**src/rtl/redun_mont_pkg.sv**
```systemverilog
// Shared types and constants for the redundant Montgomery squarer and its output collapse stage.
// Optional feature macro used by dependents: REDUN_COLLAPSE_CNT_EN (exposes the subtraction count).
package redun_mont_pkg;

    localparam int unsigned NUM_WRDS      = 8;
    localparam int unsigned WRD_BITS      = 16;
    localparam int unsigned DAT_BITS      = NUM_WRDS * WRD_BITS;
    localparam int unsigned COLLAPSE_BITS = DAT_BITS + 2;

    localparam logic [DAT_BITS-1:0] P = 128'h2d4f_9a13_77c1_0e5b_c3a8_6f02_91d7_4b3d;

    // Redundant value: each word carries one extra (redundant) bit above WRD_BITS.
    typedef struct packed {
        logic [NUM_WRDS-1:0][WRD_BITS:0] wrd;
    } redun0_t;

    typedef enum logic [3:0] {
        ST_IDLE   = 4'b0001,
        ST_CARRY  = 4'b0010,
        ST_REDUCE = 4'b0100,
        ST_DONE   = 4'b1000
    } collapse_state_t;

    // Binary value to redundant form with all redundant bits clear.
    function automatic redun0_t to_redun(input logic [DAT_BITS-1:0] x);
        redun0_t r;
        for (int i = 0; i < int'(NUM_WRDS); i++) begin
            r.wrd[i] = {1'b0, x[i*WRD_BITS +: WRD_BITS]};
        end
        return r;
    endfunction

endpackage

```
**src/rtl/redun_mont_collapse_if.sv**
```systemverilog
// Handshake bundle between the squarer, the collapse stage and the readback logic.
// REDUN_COLLAPSE_CNT_EN adds o_sub_cnt (subtractions performed, valid with o_val).
interface redun_mont_collapse_if
`ifdef REDUN_COLLAPSE_CNT_EN
    #(parameter int unsigned MAX_SUB = 2)
`endif
    ;
    import redun_mont_pkg::*;

    redun0_t               i_dat;
    logic                  i_val;
    logic                  o_rdy;
    logic [DAT_BITS-1:0]   o_dat;
    logic                  o_val;
    logic                  i_rdy;
    logic                  o_ovf;

`ifdef REDUN_COLLAPSE_CNT_EN
    localparam int unsigned SUB_W = $clog2(MAX_SUB + 1);
    logic [SUB_W-1:0]      o_sub_cnt;

    modport slave  (input i_dat, i_val, i_rdy, output o_rdy, o_dat, o_val, o_ovf, o_sub_cnt);
    modport master (output i_dat, i_val, i_rdy, input o_rdy, o_dat, o_val, o_ovf, o_sub_cnt);
`else
    modport slave  (input i_dat, i_val, i_rdy, output o_rdy, o_dat, o_val, o_ovf);
    modport master (output i_dat, i_val, i_rdy, input o_rdy, o_dat, o_val, o_ovf);
`endif

endinterface

```
**src/rtl/redun_carry_slice.sv**
```systemverilog
// Combinational carry ripple over CARRY_WRDS redundant words; disabled words pass through.
module redun_carry_slice
    import redun_mont_pkg::*;
#(
    parameter int unsigned CARRY_WRDS = 4
) (
    input  logic [CARRY_WRDS-1:0][WRD_BITS:0]   wrd_in,
    input  logic [CARRY_WRDS-1:0]               wrd_en,
    input  logic [1:0]                          carry_in,
    output logic [CARRY_WRDS-1:0][WRD_BITS-1:0] wrd_out_c,
    output logic [1:0]                          carry_out_c
);

    // Ripple: word + 2-bit carry needs WRD_BITS+2 bits so a full redundant word never loses carry.
    always_comb begin
        logic [1:0]            c;
        logic [WRD_BITS+1:0]   s;
        c           = carry_in;
        s           = '0;
        wrd_out_c   = '0;
        for (int k = 0; k < int'(CARRY_WRDS); k++) begin
            s = {1'b0, wrd_in[k]} + (WRD_BITS+2)'(c);
            if (wrd_en[k]) begin
                wrd_out_c[k] = s[WRD_BITS-1:0];
                c            = s[WRD_BITS+1:WRD_BITS];
            end else begin
                wrd_out_c[k] = wrd_in[k][WRD_BITS-1:0];
            end
        end
        carry_out_c = c;
    end

endmodule

```
**src/rtl/redun_mont_collapse.sv**
```systemverilog
// Collapses a redundant Montgomery result to canonical binary and reduces it mod P
// with at most MAX_SUB subtractions.
// REDUN_COLLAPSE_CNT_EN: adds o_sub_cnt on the bus (subtractions performed).
module redun_mont_collapse
    import redun_mont_pkg::*;
#(
    parameter int unsigned CARRY_WRDS = 4,
    parameter int unsigned MAX_SUB    = 2
) (
    input  logic                  i_clk,
    input  logic                  i_rst,
    redun_mont_collapse_if.slave  bus
);

    localparam int unsigned SUB_W = $clog2(MAX_SUB + 1);
    localparam int unsigned PTR_W = $clog2(NUM_WRDS + CARRY_WRDS) + 1;
    localparam int unsigned IDX_W = $clog2(NUM_WRDS);

    collapse_state_t                      state;
    logic [NUM_WRDS-1:0][WRD_BITS:0]      acc;
    logic [NUM_WRDS-1:0][WRD_BITS:0]      acc_nxt;
    logic [1:0]                           carry_r;
    logic [PTR_W-1:0]                     ptr;
    logic [SUB_W-1:0]                     sub_cnt;
    logic [COLLAPSE_BITS-1:0]             val;

    logic [CARRY_WRDS-1:0][WRD_BITS:0]    slice_in;
    logic [CARRY_WRDS-1:0]                slice_en;
    logic [CARRY_WRDS-1:0][WRD_BITS-1:0]  slice_out_c;
    logic [1:0]                           slice_carry_c;
    logic [COLLAPSE_BITS-1:0]             collapsed_c;
    logic [COLLAPSE_BITS:0]               diff_c;
    logic                                 last_c;
    logic                                 sub_ok_c;

    // Gather the current window of words; words past the top are masked off.
    always_comb begin
        logic [PTR_W-1:0] idx;
        idx      = '0;
        slice_in = '0;
        slice_en = '0;
        for (int k = 0; k < int'(CARRY_WRDS); k++) begin
            idx = ptr + PTR_W'(k);
            if (idx < PTR_W'(NUM_WRDS)) begin
                slice_en[k] = 1'b1;
                slice_in[k] = acc[IDX_W'(idx)];
            end
        end
    end

    redun_carry_slice #(
        .CARRY_WRDS (CARRY_WRDS)
    ) u_slice (
        .wrd_in      (slice_in),
        .wrd_en      (slice_en),
        .carry_in    (carry_r),
        .wrd_out_c   (slice_out_c),
        .carry_out_c (slice_carry_c)
    );

    // Scatter rippled words back and form the collapsed value for the final window.
    always_comb begin
        logic [PTR_W-1:0] idx;
        idx         = '0;
        acc_nxt     = acc;
        collapsed_c = '0;
        for (int k = 0; k < int'(CARRY_WRDS); k++) begin
            idx = ptr + PTR_W'(k);
            if (slice_en[k]) begin
                acc_nxt[IDX_W'(idx)] = {1'b0, slice_out_c[k]};
            end
        end
        for (int i = 0; i < int'(NUM_WRDS); i++) begin
            collapsed_c[i*WRD_BITS +: WRD_BITS] = acc_nxt[i][WRD_BITS-1:0];
        end
        collapsed_c[COLLAPSE_BITS-1 -: 2] = slice_carry_c;
    end

    assign last_c   = (ptr + PTR_W'(CARRY_WRDS)) >= PTR_W'(NUM_WRDS);
    assign diff_c   = {1'b0, val} - (COLLAPSE_BITS+1)'(P);
    assign sub_ok_c = !diff_c[COLLAPSE_BITS] && (sub_cnt < SUB_W'(MAX_SUB));

    // Control FSM with registered handshake and result outputs.
    always_ff @(posedge i_clk or posedge i_rst) begin
        if (i_rst) begin
            state     <= ST_IDLE;
            bus.o_rdy <= 1'b1;
            bus.o_val <= 1'b0;
            bus.o_ovf <= 1'b0;
            bus.o_dat <= '0;
            acc       <= '0;
            carry_r   <= '0;
            ptr       <= '0;
            sub_cnt   <= '0;
            val       <= '0;
        end else begin
            case (state)
                ST_IDLE: begin
                    if (bus.i_val) begin
                        acc       <= bus.i_dat.wrd;
                        carry_r   <= '0;
                        ptr       <= '0;
                        sub_cnt   <= '0;
                        bus.o_rdy <= 1'b0;
                        state     <= ST_CARRY;
                    end
                end
                ST_CARRY: begin
                    acc     <= acc_nxt;
                    carry_r <= slice_carry_c;
                    ptr     <= ptr + PTR_W'(CARRY_WRDS);
                    if (last_c) begin
                        val   <= collapsed_c;
                        state <= ST_REDUCE;
                    end
                end
                ST_REDUCE: begin
                    if (sub_ok_c) begin
                        val     <= diff_c[COLLAPSE_BITS-1:0];
                        sub_cnt <= sub_cnt + SUB_W'(1);
                    end else begin
                        bus.o_dat <= val[DAT_BITS-1:0];
                        bus.o_ovf <= !diff_c[COLLAPSE_BITS];
                        state     <= ST_DONE;
                    end
                end
                ST_DONE: begin
                    if (!bus.o_val) begin
                        bus.o_val <= 1'b1;
                    end else if (bus.i_rdy) begin
                        bus.o_val <= 1'b0;
                        bus.o_rdy <= 1'b1;
                        state     <= ST_IDLE;
                    end
                end
                default: begin
                    bus.o_val <= 1'b0;
                    bus.o_rdy <= 1'b1;
                    state     <= ST_IDLE;
                end
            endcase
        end
    end

`ifdef REDUN_COLLAPSE_CNT_EN
    // Capture the subtraction count alongside the result.
    always_ff @(posedge i_clk or posedge i_rst) begin
        if (i_rst) begin
            bus.o_sub_cnt <= '0;
        end else if (state == ST_REDUCE && !sub_ok_c) begin
            bus.o_sub_cnt <= sub_cnt;
        end
    end
`else
    // Count stays internal: it only bounds the reduction loop.
`endif

endmodule

```
**src/flat_wrapper.sv**
```systemverilog
// flat-port wrapper written by rule: the top's interface ports become plain ports
module redun_mont_collapse_flat import redun_mont_pkg::*;
#(
    parameter int unsigned CARRY_WRDS = 4,
    parameter int unsigned MAX_SUB    = 2
)
  (i_clk, i_rst, bus_i_dat, bus_i_val, bus_i_rdy, bus_o_rdy, bus_o_dat, bus_o_val, bus_o_ovf);
  redun_mont_collapse_if bus_i ();
  input  logic i_clk;
  input  logic i_rst;
  input wire logic [$bits(bus_i.i_dat)-1:0] bus_i_dat;
  input wire logic [$bits(bus_i.i_val)-1:0] bus_i_val;
  input wire logic [$bits(bus_i.i_rdy)-1:0] bus_i_rdy;
  output wire logic [$bits(bus_i.o_rdy)-1:0] bus_o_rdy;
  output wire logic [$bits(bus_i.o_dat)-1:0] bus_o_dat;
  output wire logic [$bits(bus_i.o_val)-1:0] bus_o_val;
  output wire logic [$bits(bus_i.o_ovf)-1:0] bus_o_ovf;
  assign bus_i.i_dat = bus_i_dat;
  assign bus_i.i_val = bus_i_val;
  assign bus_i.i_rdy = bus_i_rdy;
  assign bus_o_rdy = bus_i.o_rdy;
  assign bus_o_dat = bus_i.o_dat;
  assign bus_o_val = bus_i.o_val;
  assign bus_o_ovf = bus_i.o_ovf;
  redun_mont_collapse #(.CARRY_WRDS(CARRY_WRDS), .MAX_SUB(MAX_SUB)) u_core (.i_clk(i_clk), .i_rst(i_rst), .bus(bus_i));
endmodule
```
**config.mk**
```make
export PLATFORM = sky130hd
export DESIGN_NAME = redun_mont_collapse_flat
export DESIGN_NICKNAME = d
export VERILOG_FILES = /design/src/rtl/redun_mont_pkg.sv /design/src/rtl/redun_mont_collapse_if.sv /design/src/rtl/redun_carry_slice.sv /design/src/rtl/redun_mont_collapse.sv /design/src/flat_wrapper.sv
export SDC_FILE = /design/constraint.sdc
export NUM_CORES = 1
export LEC_CHECK = 0
export BUFFER_PORTS_ARGS = -buffer_cell sky130_fd_sc_hd__buf_2
export CORE_ASPECT_RATIO = 1.75
export CORE_MARGIN = 2
export CORE_UTILIZATION = 50
export CTS_BUF_LIST = sky130_fd_sc_hd__clkbuf_4
export DETAILED_ROUTE_END_ITERATION = 8
export PLACE_DENSITY = 0.7
export SKIP_LAST_GASP = 1
export SYNTH_ARGS = -nofsm -noshare
export SYNTH_HDL_FRONTEND = slang
export SYNTH_SLANG_ARGS = --single-unit
```
**constraint.sdc**
```tcl
create_clock -name i_clk -period 29.2 [get_ports i_clk]
set_clock_uncertainty 0.05 [all_clocks]
set_input_delay 5.84 -clock i_clk [delete_from_list [all_inputs] [get_ports i_clk]]
set_output_delay 5.84 -clock i_clk [all_outputs]
set_load 0.02 [all_outputs]
```
# Yosys cells after proc, flatten, opt, wreduce, memory -nomap -nowiden
# Cells that the tools add are included.
dict set report totals {
  ff_bits 410
  output_inout_bits 131
  word_cells 134
}
dict set report classes {
  add_sub_neg 10
  n_lt_le_gt_ge 14
  n_eq_ne 10
  mux 64
  bitwise_logic 2
  reduce_logical 17
}
# operator n
set op_table {}
lappend op_table {{$mux 136} 5}
lappend op_table {{$bwmux 136} 4}
lappend op_table {{$pmux 136 s2} 1}
lappend op_table {{$mux 130} 2}
lappend op_table {{$pmux 130 s2} 1}
lappend op_table {{$bmux 17 s3} 4}
lappend op_table {{$demux 17 s3} 4}
lappend op_table {{$mux 17} 12}
lappend op_table {{$sub 130x126->131 const B} 1}
lappend op_table {{$add 17x2->18} 4}
lappend op_table {{$mux 16} 4}
lappend op_table {{$lt 5x4->1 const B} 4}
lappend op_table {{$mux 4} 5}
lappend op_table {{$lt 3x4->1 const B} 4}
lappend op_table {{$pmux 4 s4} 1}
lappend op_table {{$ge 3x1->1 const B} 4}
lappend op_table {{$mux 2} 6}
lappend op_table {{$add 5x2->5 const B} 2}
lappend op_table {{$pmux 5 s2} 1}
lappend op_table {{$mux 1} 9}
lappend op_table {{$pmux 2 s2} 2}
lappend op_table {{$ne 2x1->1 const B} 3}
lappend op_table {{$ne 2x2->1 const B} 3}
lappend op_table {{$reduce_and 3->1} 2}
lappend op_table {{other kinds (21)} 29}

# Longest topological paths before layout
# Gate-level depths: netlist (run 1).
dict set report depth {
  word_depth 15
  mapped_depth 44
}

# Modules after synthesis
# Synthesis (run 1) repeated with hierarchy kept, for this count alone.
dict set report hier_totals {
  cells_unflattened 2889
  area_unflattened_um2 25490.7
}
# module n_inst cells_per_inst area_per_inst_um2 seq_area_each_um2
set modules_own_cells {}
lappend modules_own_cells {redun_mont_collapse 1 2660 23834.1 10212.3}
lappend modules_own_cells {redun_carry_slice 1 229 1656.6 0.0}

# Worst setup path after synthesis (run 1)
# Ideal clock, no wire load.
dict set report synth_path {
  path_kind {reg2reg}
  startpoint {register u_core.ptr[2]}
  endpoint {register u_core.acc[131] in the netlist's numbering}
  setup_time_ps 126
  arrival_ps 8525
  required_time_ps 29024
  path_slack_ps 20499
  stages_incl_launch_ff 43
  cell_sequence {dfrtp_1 buf_6 buf_12 buf_2 buf_2 clkbuf_1 buf_2 buf_1 buf_1 mux2i_1 nor2_1 ha_1 fa_1 nand2_1 nor2_1 nand3b_1 a21oi_1 nand3_1 [7 not listed] xnor2_1 o21ai_0 ha_1 ha_1 a31oi_2 nor2_1 and3_1 o21ai_0 ha_1 inv_1 fa_1 nor4_1 nand4_1 nor3_1 nand2_1 nor2_1 o21ai_0 a221o_1}
}
dict set report synth_via {
  elab_chain_cells 14
}
# element line_no
set synth_rtl {}
lappend synth_rtl {{from (decl)} redun_mont_collapse.sv:23} ;# logic [PTR_W-1:0] ptr;
lappend synth_rtl {{from (signal assigned)} redun_mont_collapse.sv:111} ;# ptr <= ptr + PTR_W'(CARRY_WRDS);
lappend synth_rtl {{$bmux 17 s3} redun_mont_collapse.sv:46} ;# slice_in[k] = acc[IDX_W'(idx)];
lappend synth_rtl {{$mux 17 (implied by the code)} redun_mont_collapse.sv:46}
lappend synth_rtl {{$mux 17} redun_mont_collapse.sv:44} ;# if (idx < PTR_W'(NUM_WRDS)) begin
lappend synth_rtl {{$add 17x2->18} redun_carry_slice.sv:22} ;# s = {1'b0, wrd_in[k]} + (WRD_BITS+2)'(c);
lappend synth_rtl {{$mux 2 / $mux 16 (equally long branches)} redun_carry_slice.sv:23} ;# if (wrd_en[k]) begin
lappend synth_rtl {{$add 17x2->18 / $bwmux 136 (equally long branches)} {redun_carry_slice.sv:22, redun_mont_collapse.sv:70}}
lappend synth_rtl {{$mux 2 (tied with other cells)} redun_carry_slice.sv:23}
lappend synth_rtl {{$add 17x2->18 / $bwmux 136 (equally long branches)} {redun_carry_slice.sv:22, redun_mont_collapse.sv:70}}
lappend synth_rtl {{$mux 2 (tied with other cells)} redun_carry_slice.sv:23}
lappend synth_rtl {{$add 17x2->18 / $bwmux 136 (equally long branches)} {redun_carry_slice.sv:22, redun_mont_collapse.sv:70}}
lappend synth_rtl {{$mux 16 / $mux 136 (equally long branches)} {redun_carry_slice.sv:23, redun_mont_collapse.sv:69}}
lappend synth_rtl {{$bwmux 136} redun_mont_collapse.sv:70} ;# acc_nxt[IDX_W'(idx)] = {1'b0, slice_out_c[k]};
lappend synth_rtl {{$mux 136 *} redun_mont_collapse.sv:69} ;# if (slice_en[k]) begin
lappend synth_rtl {{$pmux 136 s2 *} redun_mont_collapse.sv:97} ;# case (state)
lappend synth_rtl {{to (signal assigned)} redun_mont_collapse.sv:100} ;# acc <= bus.i_dat.wrd;
lappend synth_rtl {{to (signal assigned)} redun_mont_collapse.sv:109} ;# acc <= acc_nxt;
lappend synth_rtl {{to (decl)} redun_mont_collapse.sv:20} ;# logic [NUM_WRDS-1:0][WRD_BITS:0] acc;
# Every way passes the cells marked *; elsewhere a longest branch is shown, timed or not. The select of a mux whose other input is x is not followed.
# A chain may end at the register's enable or synchronous reset.

# Worst setup path in the final report (run 1)
# Same ends and word-level chain as after synthesis.

==> results by group, run 1 <==
Critical path
  – Worst path required time: approximately 30 ns
  – Top cell by count, worst path: ha_1
  – Crit path launch type: flop
  – CP peak stage delay: ~0.67 ns
  – Number of cells on the worst reg-to-reg path: 35
  – Crit path DAT: a little over 10 ns
  – CP endpoint kind: flop
  – Crit-path max FO: 60
  – Slowest-stage cell, CP: dfrtp_4
  – CP Class: reg2reg

Synth
  – Synth unique cells: 100
  – Syn Nets: around 2.8k
  – Sequential area share after synthesis: a little over two fifths
  – Yosys reg bits: 408
  – Mean Syn Cell Area: approximately 9 sq um
  – Synth top area cells: dfrtp_1, mux2_2, o21ai_0
  – Cell area after synthesis: 23900 sq um
  – Number of flops mapped to enable cells by yosys: 0
  – Post-synth ARST share: 100%
  – Most used flip-flop cell after synthesis: dfrtp_1
  – Syn Inst Count: roughly 2.7k
  – Syn. warnings: 0
  – Yosys top cell by area: dfrtp_1
  – Synth top area share: between 40 and 50%

Floorplan
  – Core region area: ~47000 sq um
  – Starting Density: between 50% and 60%
  – Width of the die: ~170 um
  – Top Ports: 271
  – Die area: between 40000 and 50000 sq um
  – Row cnt: 105
  – Height of the chip: between 200 and 300 um

Power and ir drop
  – Power per standard cell area: between 100 and 150 nW/um^2
  – Combinational power share: between 40% and 50%
  – Leakage power: 12.0 nW
  – Flop pwr share: 37.6%
  – Worst vdd ir: roughly 0.000088 V
  – NetSw: between 0.001 and 0.0015 W
  – Internal power: about 0.0015 W
  – Clock power frac: 16.1%
  – Sw Share: around half

CTS
  – Clk sinks: between 400 and 500
  – Root buf cell: clkbuf_4
  – Worst-path clk slew: roughly 0.080 ns
  – Number of buffers created by CTS: 97
  – H-tree depth: 3
  – Hold Buf Count CTS: 0
  – CTS tree: built
  – Longest Clk Path Bufs: 3
  – Post-CTS resize count: 0
  – Worst-Skew Late Latency: between 0.8 and 0.9 ns
  – Setup Buffers After CTS: 0

Min path
  – Hold/Removal Path Class: reg2reg
  – Min-Delay Path Depth: 2

GRT
  – First-pass GRT wire length: about 130 mm
  – Largest net degree at the start of global routing: between 200 and 250
  – Total GRT Usage: 35.5%
  – Number of global-route vias before repair: roughly 23k
  – Antenna violations before repair: 2
  – Total grt overflow: 0

Drt
  – Remaining DRCs: 0
  – DRT antenna net count: 0
  – Routed vias/inst: ~6.6
  – Routed length per placed instance: ~25 um
  – DR pass1 iterations: 8
  – Drt total wl: 89.6 mm
  – Initial detailed-routing violation count: 2650
  – Total number of vias: roughly 23k

Timing
  – Period utilisation layout: roughly a third
  – Final Max Slew Viols: 0
  – Slew Limit Headroom: 16.1%
  – RSZ-0062 raised after global routing: no
  – Final min period: between 9 and 10 ns
  – Final setup fails: 0
  – Hold Vio Cnt, Final: 0
  – Worst Tran Pin Value: 1.25 ns
  – Fmax: 106 MHz
  – Post-route setup TNS: 0 ns
  – Setup WS post-layout: between 15 and 20 ns

Finish
  – Fillers: approximately 4.3k
  – Layout cells sized above 1: a little over a fifth
  – Final design utilization: around 57%
  – Synth-to-layout area growth: 11.9%
  – Final net count: 3021

Run
  – Max-cap violations: 0

Placement
  – # port buffers: 270
  – RePlAce Congestion: a little under 1
  – Pre-CTS setup slack: roughly 20 ns
  – Detailed placement HPWL: approximately 64 mm

Status
  – Status: finished, final reports clean
## Yosys cell counts, drive strengths merged (21+ instances only)
cell type    n
dfrtp      406
buf         48
o22ai       43
a31oi       32
mux2i       33
nor4        26
nor3        74
nor2       198
nand2      302
xor2        69
a2bb2oi     32
mux2       136
inv         47
nand4       32
a22oi       75
and3        36
xnor2       44
a21oi      197
clkbuf     134
o21ai      259
a221o       30
nand3       95
a22o        21
## stage by stage
step                      power (W)  cell area (sq um)  std cells  hold slack, ns
after floorplan             0.00194              23900       2656           0.403
after global placement      0.00243              25500       3357           0.399
after detailed placement    0.00246              25500       3357           0.409
after CTS                   0.00295              26700       3537           0.422
after global routing        0.00315              26700       3538           0.435
final                       0.00299              26700       3538           0.418
## kinds of logic (layout without fill, tap and decap cells)
| logic type | after synthesis | after routing | share of synthesized area [%] |
|---|---|---|---|
| and+or+nand+nor | 874 | 874 | 17.4 |
| other | 0 | 1 | 0 |
| muxes | 169 | 169 | 7.80 |
| xor gates and xnor gates | 113 | 113 | 4.15 |
| DFF | 408 | 408 | 42.8 |
| buffers and inverters | 230 | 523 | 3.96 |
| adders and majority gates | 13 | 13 | 0.745 |
| AOI/OAI and AO/OA | 849 | 849 | 23.1 |
## power groups by stage
stage | sequential (W) | combinational (W) | clock (W)
after floorplan | 0.00102 | 0.000916 | 0
after global placement | 0.00111 | 0.00132 | 0
after detailed placement | 0.00112 | 0.00135 | 0
after CTS | 0.00111 | 0.00135 | 0.000490
after global routing | 0.00114 | 0.00149 | 0.000518
final | 0.00112 | 0.00138 | 0.000481
## layout make-up
cell class | instances | area, sq um | area share, %
diodes | 1 | 2.50 | 0.00937
clock buffers | 137 | 1030 | 3.85
clock inverters | 43 | 218 | 0.815
inverters | 48 | 189 | 0.707
multi-input cells | 2018 | 12800 | 47.8
flip-flops and latches | 408 | 10200 | 38.2
well taps | 588 | 736 | 2.75
repair buffers | 295 | 1560 | 5.86
## placed cells by master, fill, tap and decap left out, types with 45 or more instances in the layout
master,instances
nand2_1,299
nor2_1,193
inv_1,45
xor2_1,69
a22oi_1,75
clkbuf_4,137
mux2_2,136
buf_2,270
a21oi_1,197
dfrtp_1,405
nand3_1,95
nor3_1,71
o21ai_0,254
## sequential cells by signal, indices dropped and copies added, names as in the netlist
name / cells
u_core.carry_r: 2
u_core.ptr: 3
u_core.state: 4
u_core.acc: 136
u_core.sub_cnt: 2
u_core.bus.o_rdy: 1
u_core.bus.o_ovf: 1
u_core.val: 130
u_core.bus.o_dat: 128
u_core.bus.o_val: 1
## critical path, delay by kind of cell (launching register included)
kind                     cells  cell delay, ns
AND/OR/NAND/NOR             15            3.63
adder cells (fa/ha/maj)      8            2.06
AO/OA/AOI/OAI                7            1.60
buffers and inverters        2            0.73
flip-flops                   1            0.67
XOR/XNOR                     2            0.33
multiplexers                 1            0.16
## routing by layer
layer / up-vias / routed length, um / GRT usage [%]
met5: - / 8 / 0
met4: 2 / 4710 / 17.3
met3: 259 / 7420 / 5.74
met2: 1325 / 42800 / 58.2
met1: 11600 / 34600 / 45.7
li1: 10300 / - / -
## worst paths after layout
kind,startpoint,endpoint,slack (ns)
min,u_core.bus.o_rdy,u_core.bus.o_rdy,0.42
min in group asynchronous,i_rst,u_core.bus.o_dat[2],5.11
max,u_core.ptr[2],u_core.acc[131],19.77
max in group asynchronous,i_rst,u_core.val[61],21.60
max reg2reg,u_core.ptr[2],u_core.acc[131],19.77
min reg2reg,u_core.bus.o_rdy,u_core.bus.o_rdy,0.42
Note: power is estimated with default switching activity, not from simulation.
==> run 2: changes to the inputs <==
--- a/config.mk
+++ b/config.mk
@@ -11,7 +11,7 @@
 export CORE_UTILIZATION = 50
 export CTS_BUF_LIST = sky130_fd_sc_hd__clkbuf_4
 export DETAILED_ROUTE_END_ITERATION = 8
-export PLACE_DENSITY = 0.7
+export PLACE_DENSITY = 0.73
 export SKIP_LAST_GASP = 1
 export SYNTH_ARGS = -nofsm -noshare
 export SYNTH_HDL_FRONTEND = slang
==> constraint.sdc (replaced) <==
create_clock -name i_clk -period 7.8 [get_ports i_clk]
set_clock_uncertainty 0.05 [all_clocks]
set_input_delay 1.56 -clock i_clk [delete_from_list [all_inputs] [get_ports i_clk]]
set_output_delay 1.56 -clock i_clk [all_outputs]
set_load 0.02 [all_outputs]
==> results by group, run 2 (synthesized netlist as in run 1, its figures left out) <==
Timing
  – Final min period: 7.35 ns
  – Post-route setup TNS: 0 ns
  – Worst Tran Pin Value: approximately 1.3 ns
  – WHS: between 0.4 and 0.5 ns
  – RSZ-0062 raised after global routing: yes
  – Final Max Slew Viols: 0
  – Fmax: 136 MHz
  – Period utilisation layout: 94.3%
  – Final setup fails: 0
  – Slew Limit Headroom: between 10% and 20%
  – Setup WS post-layout: 0.445 ns
  – Hold Vio Cnt, Final: 0

Min path
  – Min-Delay Path Depth: 2
  – Hold/Removal Path Class: reg2reg
  – Hold_sp: u_core.bus.o_rdy
  – Hold path endpoint: u_core.bus.o_rdy

Power and ir drop
  – Total power: around 0.011 W
  – Leakage power: around 12 nW
  – Power per standard cell area: roughly 420 nW/um^2
  – Worst vdd ir: roughly 0.00027 V

Critical path
  – Slowest-stage cell, CP: fa_1
  – CP peak stage delay: between 0.4 and 0.5 ns
  – Crit path DAT: approximately 8 ns
  – CP endpoint kind: flop
  – Crit path launch: u_core.ptr[3]
  – Crit path launch type: flop
  – Worst path required time: between 8 and 9 ns
  – Number of cells on the worst reg-to-reg path: 36
  – Top cell by count, worst path: ha_1
  – Crit-path max FO: 5
  – R2r endpoint: u_core.val[128]
  – CP Class: reg2reg
  – Worst R2R Start: u_core.ptr[3]
  – R2R setup slack: ~0.45 ns

Finish
  – Largest Register: u_core.acc
  – Commonest non-fill, non-tap cells in the layout: dfrtp_1, nand2_1, buf_2
  – Footprint of the multi-input gates: about 13000 sq um
  – Fillers: approximately 4.3k
  – Max FFs per register: 136
  – Register area: ~10000 sq um
  – Final net count: slightly above 3k
  – Final design utilization: a little under three fifths
  – Commonest non-fill, non-tap cell in the layout: dfrtp_1
  – Biggest regs: u_core.acc (136), u_core.val (130), u_core.bus.o_dat (128)
  – Synth-to-layout area growth: 12.3%
  – Layout cells sized above 1: between 20% and 30%

Placement
  – # port buffers: 270
  – RePlAce Congestion: 0.984
  – Pre-CTS setup slack: between 0.3 and 0.4 ns
  – Detailed placement HPWL: between 60 and 70 mm

CTS
  – Hold Buf Count CTS: 0
  – Root buf cell: clkbuf_4
  – H-tree depth: 3
  – Number of buffers created by CTS: approximately 100
  – Worst-path clk slew: 0.08 ns
  – CTS tree: built
  – Longest Clk Path Bufs: 3
  – Worst-Skew Late Latency: roughly 0.87 ns
  – Clk sinks: about 400

Drt
  – Remaining DRCs: 0
  – Routed vias/inst: between 6 and 7
  – Drt total wl: 89.6 mm
  – Initial detailed-routing violation count: about 2.5k
  – DRT antenna net count: 0
  – Total number of vias: ~23k
  – DR pass1 iterations: 6
  – Routed length per placed instance: 25.3 um

Floorplan
  – Die area: slightly below 50000 sq um
  – Width of the die: between 150 and 200 um
  – Starting Density: between 50 and 60%
  – Core region area: roughly 47000 sq um
  – Top Ports: 271
  – Height of the chip: 293 um
  – Row cnt: roughly 110

GRT
  – Total grt overflow: 0
  – Antenna violations before repair: 5
  – Total GRT Usage: a little over a third
  – Number of global-route vias before repair: approximately 22k
  – First-pass GRT wire length: 136 mm
  – Largest net degree at the start of global routing: between 150 and 200

Status
  – Status: finished, final reports clean

Run
  – Max-cap violations: 0
## run 2: cell count changes in the layout (fill, tap and decap cells not counted), sizes merged
cell / before / now
clkinvlp: 3 / 1
clkinv: 39 / 21
bufinv: 1 / 0
diode: 1 / 4
clkbuf: 137 / 146
buf: 295 / 309
inv: 48 / 46
## run 2: worst max path at each step
stage	end	slack, ns	cells after the start
global route	u_core.val[128]	-0.05	36
detailed placement	u_core.val[128]	0.37	36
finish	u_core.val[128]	0.45	36
CTS	u_core.val[128]	0.30	36
floorplan	u_core.acc[131]	0.01	42
global placement	u_core.val[128]	0.55	36
## run 2: cell type report
type	instances	area share, %
antenna	4	0.0374
timing repair buffer	309	6.23
sequential	408	38.1
clock inverter	20	0.299
clock buffer	146	4.09
multi-input combinational	2018	47.8
inverter	48	0.691
tap	588	2.75
## run 2: layer usage
metal	global-route usage, %	part of all wire [%]
met5	0	0.015
met4	18.8	5.5
met3	6.12	8.5
met2	58.4	48
met1	45.7	38
## run 2: what timing repair did
item,CTS,global route
buffers inserted,0,2
endpoints found under the setup margin,0,17
gates resized for setup,0,6
## run 2: where the power goes
group	internal (W)	leakage (nW)	switching, W
clock network	0.000846	0.715	0.000891
logic	0.00186	6.15	0.00338
registers	0.00295	5.18	0.00124
## run 2: through the flow
stage / instances / area [sq um]
floorplan: 2656 / 23900
global placement: 3369 / 25600
detailed placement: 3369 / 25600
CTS: 3535 / 26700
global route: 3540 / 26800
finish: 3541 / 26800
## run 2: worst max-delay path, delay by kind of cell (launching register included)
family                     cells  cell delay [ns]
and+or+nand+nor               17             3.18
adders and majority gates      8             1.96
xor gates and xnor gates       2             0.31
DFF                            1             0.42
buffers and inverters          1             0.06
AOI/OAI and AO/OA              8             1.17
